**config.mk**
```make
export PLATFORM = sky130hd
export DESIGN_NAME = mcpu_ctrl
export DESIGN_NICKNAME = d
export VERILOG_FILES = /design/src/rtl/mcpu_ctrl.sv
export SDC_FILE = /design/constraint.sdc
export NUM_CORES = 1
export LEC_CHECK = 0
export BUFFER_PORTS_ARGS = -buffer_cell sky130_fd_sc_hd__buf_2
export CAP_MARGIN = 5
export CORE_MARGIN = 5
export CORE_UTILIZATION = 47
export DETAILED_ROUTE_END_ITERATION = 8
export GPL_TIMING_DRIVEN = 0
export PLACE_DENSITY = 0.87
export SLEW_MARGIN = 15
export SYNTH_ARGS = -nofsm -noshare
export SYNTH_HDL_FRONTEND = slang
export SYNTH_SLANG_ARGS = --single-unit
```
**constraint.sdc**
```tcl
create_clock -name clk -period 4.2 [get_ports clk]
set_input_delay 0.21 -clock clk [delete_from_list [all_inputs] [get_ports clk]]
set_output_delay 0.21 -clock clk [all_outputs]
set_load 0.05 [all_outputs]
```
**src/rtl/mcpu_ctrl.sv**
```systemverilog
// ---------------------------------------------------------------------------
// mcpu_ctrl: control unit for a multi-cycle MIPS datapath.
//
// A Moore FSM steps each instruction through FETCH, DECODE and then an
// opcode-specific execute, memory and writeback path. The datapath selects
// and write enables are decoded combinationally from the current state. Only
// the memory handshake (mem_ready), the branch flag (zero) and, in I_EXE, the
// opcode add to that decode.
//
// Ports
//   clk, rst_n     : rising-edge clock, asynchronous active-low reset
//   opcode, funct  : IR[31:26] / IR[5:0]. funct is only decoded outside
//                    this block.
//   zero           : ALU zero flag, used by beq
//   mem_ready      : the single-ported memory completes the access this cycle
//   pc_we, ir_we, reg_we, mem_read, mem_write : enables / memory request
//   iord           : memory address select (0 PC, 1 ALUOut)
//   reg_dst        : destination register select (1 rd, 0 rt)
//   mem_to_reg     : writeback select (1 MDR, 0 ALUOut)
//   alu_src_a      : ALU A select (0 PC, 1 A)
//   alu_src_b      : ALU B select (00 B, 01 4, 10 ext(imm), 11 sext(imm)<<2)
//   alu_op         : 00 add, 01 sub, 10 funct, 11 or
//   ext_zero       : 1 zero-extend imm, 0 sign-extend
//   pc_source      : 00 ALU result, 01 ALUOut, 10 jump target
//   instr_done     : final cycle of every instruction
//   illegal        : unsupported opcode seen in DECODE
//   state          : current state encoding, for debug
// ---------------------------------------------------------------------------
module mcpu_ctrl (
  input  logic       clk,
  input  logic       rst_n,
  input  logic [5:0] opcode,
  input  logic [5:0] funct,
  input  logic       zero,
  input  logic       mem_ready,
  output logic       pc_we,
  output logic       ir_we,
  output logic       reg_we,
  output logic       mem_read,
  output logic       mem_write,
  output logic       iord,
  output logic       reg_dst,
  output logic       mem_to_reg,
  output logic       alu_src_a,
  output logic [1:0] alu_src_b,
  output logic [1:0] alu_op,
  output logic       ext_zero,
  output logic [1:0] pc_source,
  output logic       instr_done,
  output logic       illegal,
  output logic [3:0] state
);

  typedef enum logic [3:0] {
    S_FETCH    = 4'd0,
    S_DECODE   = 4'd1,
    S_MEM_ADDR = 4'd2,
    S_MEM_RD   = 4'd3,
    S_MEM_WB   = 4'd4,
    S_MEM_WR   = 4'd5,
    S_R_EXE    = 4'd6,
    S_R_WB     = 4'd7,
    S_BRANCH   = 4'd8,
    S_JUMP     = 4'd9,
    S_I_EXE    = 4'd10,
    S_I_WB     = 4'd11
  } state_t;

  localparam logic [5:0] OP_RTYPE = 6'h00;
  localparam logic [5:0] OP_J     = 6'h02;
  localparam logic [5:0] OP_BEQ   = 6'h04;
  localparam logic [5:0] OP_ADDI  = 6'h08;
  localparam logic [5:0] OP_ORI   = 6'h0D;
  localparam logic [5:0] OP_LW    = 6'h23;
  localparam logic [5:0] OP_SW    = 6'h2B;

  state_t cur;

  // funct only feeds the external ALU decoder. It is reduced here so that the
  // port stays visible without being left dangling.
  logic unused_funct;
  assign unused_funct = ^funct;

  assign state = cur;

  // NOTE: sequential state uses non-blocking assignments so that every
  // register samples values from before the edge, whatever the block order.
  always_ff @(posedge clk or negedge rst_n) begin
    if (!rst_n) begin
      cur <= S_FETCH;
    end else begin
      case (cur)
        S_FETCH:  if (mem_ready) cur <= S_DECODE;
        S_DECODE: begin
          case (opcode)
            OP_RTYPE:      cur <= S_R_EXE;
            OP_LW, OP_SW:  cur <= S_MEM_ADDR;
            OP_BEQ:        cur <= S_BRANCH;
            OP_J:          cur <= S_JUMP;
            OP_ADDI, OP_ORI: cur <= S_I_EXE;
            default:       cur <= S_FETCH;  // illegal: retire and refetch
          endcase
        end
        S_MEM_ADDR: cur <= (opcode == OP_LW) ? S_MEM_RD : S_MEM_WR;
        S_MEM_RD:   if (mem_ready) cur <= S_MEM_WB;
        S_MEM_WB:   cur <= S_FETCH;
        S_MEM_WR:   if (mem_ready) cur <= S_FETCH;
        S_R_EXE:    cur <= S_R_WB;
        S_R_WB:     cur <= S_FETCH;
        S_BRANCH:   cur <= S_FETCH;
        S_JUMP:     cur <= S_FETCH;
        S_I_EXE:    cur <= S_I_WB;
        S_I_WB:     cur <= S_FETCH;
        default:    cur <= S_FETCH;  // unused encodings recover to FETCH
      endcase
    end
  end

  // The output decode is gated by rst_n. While reset is held, nothing reaches
  // the datapath, including the FETCH memory request that the state alone
  // would imply. A reset mid-access therefore drops the request at once.
  // NOTE: every output is defaulted before the case so that states which do
  // not mention a signal drive 0 rather than inferring a latch.
  always_comb begin
    pc_we      = 1'b0;
    ir_we      = 1'b0;
    reg_we     = 1'b0;
    mem_read   = 1'b0;
    mem_write  = 1'b0;
    iord       = 1'b0;
    reg_dst    = 1'b0;
    mem_to_reg = 1'b0;
    alu_src_a  = 1'b0;
    alu_src_b  = 2'b00;
    alu_op     = 2'b00;
    ext_zero   = 1'b0;
    pc_source  = 2'b00;
    instr_done = 1'b0;
    illegal    = 1'b0;

    if (rst_n) begin
      case (cur)
        S_FETCH: begin
          // PC+4 is computed every FETCH cycle. It is only committed, with
          // the instruction word, in the cycle the memory delivers.
          mem_read  = 1'b1;
          alu_src_b = 2'b01;
          pc_we     = mem_ready;
          ir_we     = mem_ready;
        end
        S_DECODE: begin
          // The branch target is computed here, before the opcode is known.
          alu_src_b = 2'b11;
          case (opcode)
            OP_RTYPE, OP_LW, OP_SW, OP_BEQ, OP_J, OP_ADDI, OP_ORI: ;
            default: begin
              illegal    = 1'b1;
              instr_done = 1'b1;
            end
          endcase
        end
        S_MEM_ADDR: begin
          alu_src_a = 1'b1;
          alu_src_b = 2'b10;
        end
        S_MEM_RD: begin
          iord     = 1'b1;
          mem_read = 1'b1;
        end
        S_MEM_WB: begin
          reg_we     = 1'b1;
          mem_to_reg = 1'b1;
          instr_done = 1'b1;
        end
        S_MEM_WR: begin
          iord       = 1'b1;
          mem_write  = 1'b1;
          instr_done = mem_ready;
        end
        S_R_EXE: begin
          alu_src_a = 1'b1;
          alu_op    = 2'b10;
        end
        S_R_WB: begin
          reg_we     = 1'b1;
          reg_dst    = 1'b1;
          instr_done = 1'b1;
        end
        S_BRANCH: begin
          alu_src_a  = 1'b1;
          alu_op     = 2'b01;
          pc_source  = 2'b01;
          pc_we      = zero;
          instr_done = 1'b1;
        end
        S_JUMP: begin
          pc_source  = 2'b10;
          pc_we      = 1'b1;
          instr_done = 1'b1;
        end
        S_I_EXE: begin
          alu_src_a = 1'b1;
          alu_src_b = 2'b10;
          // Only addi and ori reach this state. ori is a logical op on a
          // zero-extended immediate.
          if (opcode == OP_ORI) begin
            alu_op   = 2'b11;
            ext_zero = 1'b1;
          end
        end
        S_I_WB: begin
          reg_we     = 1'b1;
          instr_done = 1'b1;
        end
        default: ;
      endcase
    end
  end

endmodule
```
==> flow_metrics.py <==
metrics = {
    "run_status": {
        "status": "finished, final reports clean",
    },
    "critical_path": {
        "path_class": "register to primary output",
        "max_stage_delay_ns": 0.40,
        "cp_cell_sequence": "clkbuf_1 > nand2b_1 > a2111oi_2 > a21o_1 > buf_2",
        "critPathTopFamily": "compound AO/OA/AOI/OAI gates",
        "critPathMaxFanout": 9,
        "cp_slowest_cell": "a2111oi_2",
        "end_kind": "primary output",
        "critical_path.startpoint_type": "register",
        "crit_required_ns": 3.99,
        "arrival_ns": 1.91,
        "crit_buf_inv": 2,
    },
    "pwr": {
        "finalPower_uw": 255.4,
        "p_leak_uw": 0.0004333,
        "peakVddDrop_mv": 0.1149,
        "p_per_area_mw_per_mm2": 287.5,
    },
    "global_routing": {
        "grt_max_degree": 11,
        "grt_usage_pct": 19.79,
        "grt_pass1_wl_mm": 3.174,
        "antenna_found_initial": 0,
        "grt_overflow_total": 0,
        "grt_pass1_vias": 752,
    },
    "synthesis": {
        "syn_nets": 118,
        "yosysTopAreaCell": "dfrtp_1",
        "async_reset_ff_share_pct": 100.0,
        "avgSynthCellArea_um2": 6.734,
        "synth.distinct_cells": 41,
        "seq_area_frac_synth_pct": 14.57,
        "syn_inst": 102,
        "ys_top_cells_by_area": "dfrtp_1, nor3_1, nor2_1",
        "synth_edf_count": 0,
        "synthFlopType": "dfrtp_1",
        "synth_warnings": 0,
        "synth.cell_area_um2": 686.9,
        "synth_seq_cells": 4,
        "synthDominantCellAreaShare_pct": 14.57,
    },
    "place": {
        "dp_hpwl_mm": 1.615,
        "dp_slack_ns": 2.378,
        "placed_cell_area_um2": 855.8,
        "portBuffers": 30,
        "place.gp.congestion": 0.9609,
    },
    "clocking": {
        "path_clk_slew_ns": 0.04,
        "cts_setup_buffers": 0,
        "cts_buffer_depth": 2,
        "cts_root_buf": "clkbuf_4",
        "cts_made_buffers": 3,
        "cts_sinks": 4,
        "cts-resized-gates": 0,
        "cts_hold_buf": 1,
        "h-tree-depth": 1,
        "clock_latency_ns": 0.24,
        "cts_tree": "yes",
    },
    "layout": {
        "regArea_um2": 100.1,
        "syn_to_final_growth_pct": 29.33,
        "multi_input_area_um2": 513.0,
        "final_util_pct": 66.60,
        "largest_reg_flops": 4,
        "final_common_cell": "buf_2",
        "nets": 154,
        "fillerInstances": 130,
        "layout_common_cells": "buf_2, nor2_1, nor3_1",
        "antennaDiodeCount": 0,
        "fin_area_um2": 888.4,
        "drive_above_1_share_pct": 33.09,
    },
    "run": {
        "max_cap_violations": 0,
    },
    "route": {
        "vias": 884,
        "drt-initial-drc-count": 19,
        "drt-pass1-iter-count": 5,
        "wire_per_inst_um": 13.82,
        "avgViaCountPerCell": 5.854,
        "drtAntennaViolNets": 0,
        "drt_wl_total_mm": 2.087,
        "drcViolationCount": 0,
    },
    "floorplanning": {
        "ios": 38,
        "die_x_um": 48.23,
        "die_y_um": 48.23,
        "core_mm2": 0.001334,
        "rows": 13,
        "dieArea_mm2": 0.002326,
        "initial_core_util_pct": 51.50,
    },
    "sta": {
        "drv_slew": 0,
        "final-hold-violation-count": 0,
        "worstMarginPinSlew_ns": 0.4113,
        "min_period_ns": 2.116,
        "layout_setup_ws_ns": 2.084,
        "fmax_ghz": 0.4725,
        "setup_viol": 0,
        "tns_ns": 0,
        "fin_worst_skew_ns": 0.00008382,
        "rsz0062_at_grt": "false",
        "fin_crit_sh_pct": 50.39,
        "maxSlewHeadroom_pct": 72.19,
    },
    "worst_hold_path": {
        "min_path_type": "primary input to asynchronous set/reset pin",
    },
}
==> metal layers <==
metal / vias to the layer above / track usage, % / share of wire (%)
li1: 441 / - / -
met5: - / 0 / 0
met4: 0 / 10.75 / 2.2
met3: 4 / 4.797 / 10
met1: 393 / 24.06 / 40
met2: 46 / 31.77 / 47
==> where the power goes <==
| part | internal, uW | switching (uW) | leakage [uW] |
|---|---|---|---|
| sequential | 42.4 | 4.08 | 0.0000540 |
| clock | 32.1 | 17.3 | 0.0000138 |
| combinational | 45.4 | 114 | 0.000365 |
| total | 120 | 136 | 0.000433 |
==> metrics by stage <==
stage | hold WS (ns) | instances
detailed placement | 0.06140 | 147
global route | 0.3687 | 151
global placement | 0.05771 | 147
finish | 0.3458 | 151
floorplan | -0.08559 | 102
CTS | 0.3350 | 151
==> cell usage after synthesis (2+ instances only) <==
library cell,n
nor2_1,14
o21ai_0,5
nand2b_1,4
nand2_1,7
xnor2_1,4
buf_2,5
a21oi_1,4
nor3_1,12
nor2b_1,2
a211oi_1,2
or3_1,2
nor4_1,3
inv_1,6
nand3_1,2
dfrtp_1,4
==> final timing paths <==
| check | slack [ns] | depth (start not counted) | from | to |
|---|---|---|---|---|
| max | 2.08 | 5 | state[1] | instr_done |
| min | 0.35 | 2 | rst_n | state[2] |
| max reg2reg | 2.58 | 4 | state[2] | state[1] |
| min reg2reg | 0.81 | 3 | state[2] | state[0] |
| max in group asynchronous | 3.68 | 2 | rst_n | state[1] |
| min in group clk | 0.37 | 3 | opcode[4] | state[1] |
==> layout make-up <==
cell class              count  share of cell area [%]
multi-input cells          83                   57.75
repair buffers             31                   18.03
flip-flops and latches      4                   11.27
plain buffers               9                   5.775
clock buffers               3                   2.535
inverters                   6                   2.535
well taps                  15                   2.113
==> kinds of logic after synthesis <==
kind of cell	share of synthesized area (%)
and+or+nand+nor	43.35
buffers and inverters	10.75
xor gates and xnor gates	5.100
AOI/OAI and AO/OA	24.77
muxes	1.457
DFF	14.57
Note: power is estimated with default switching activity, not from simulation.
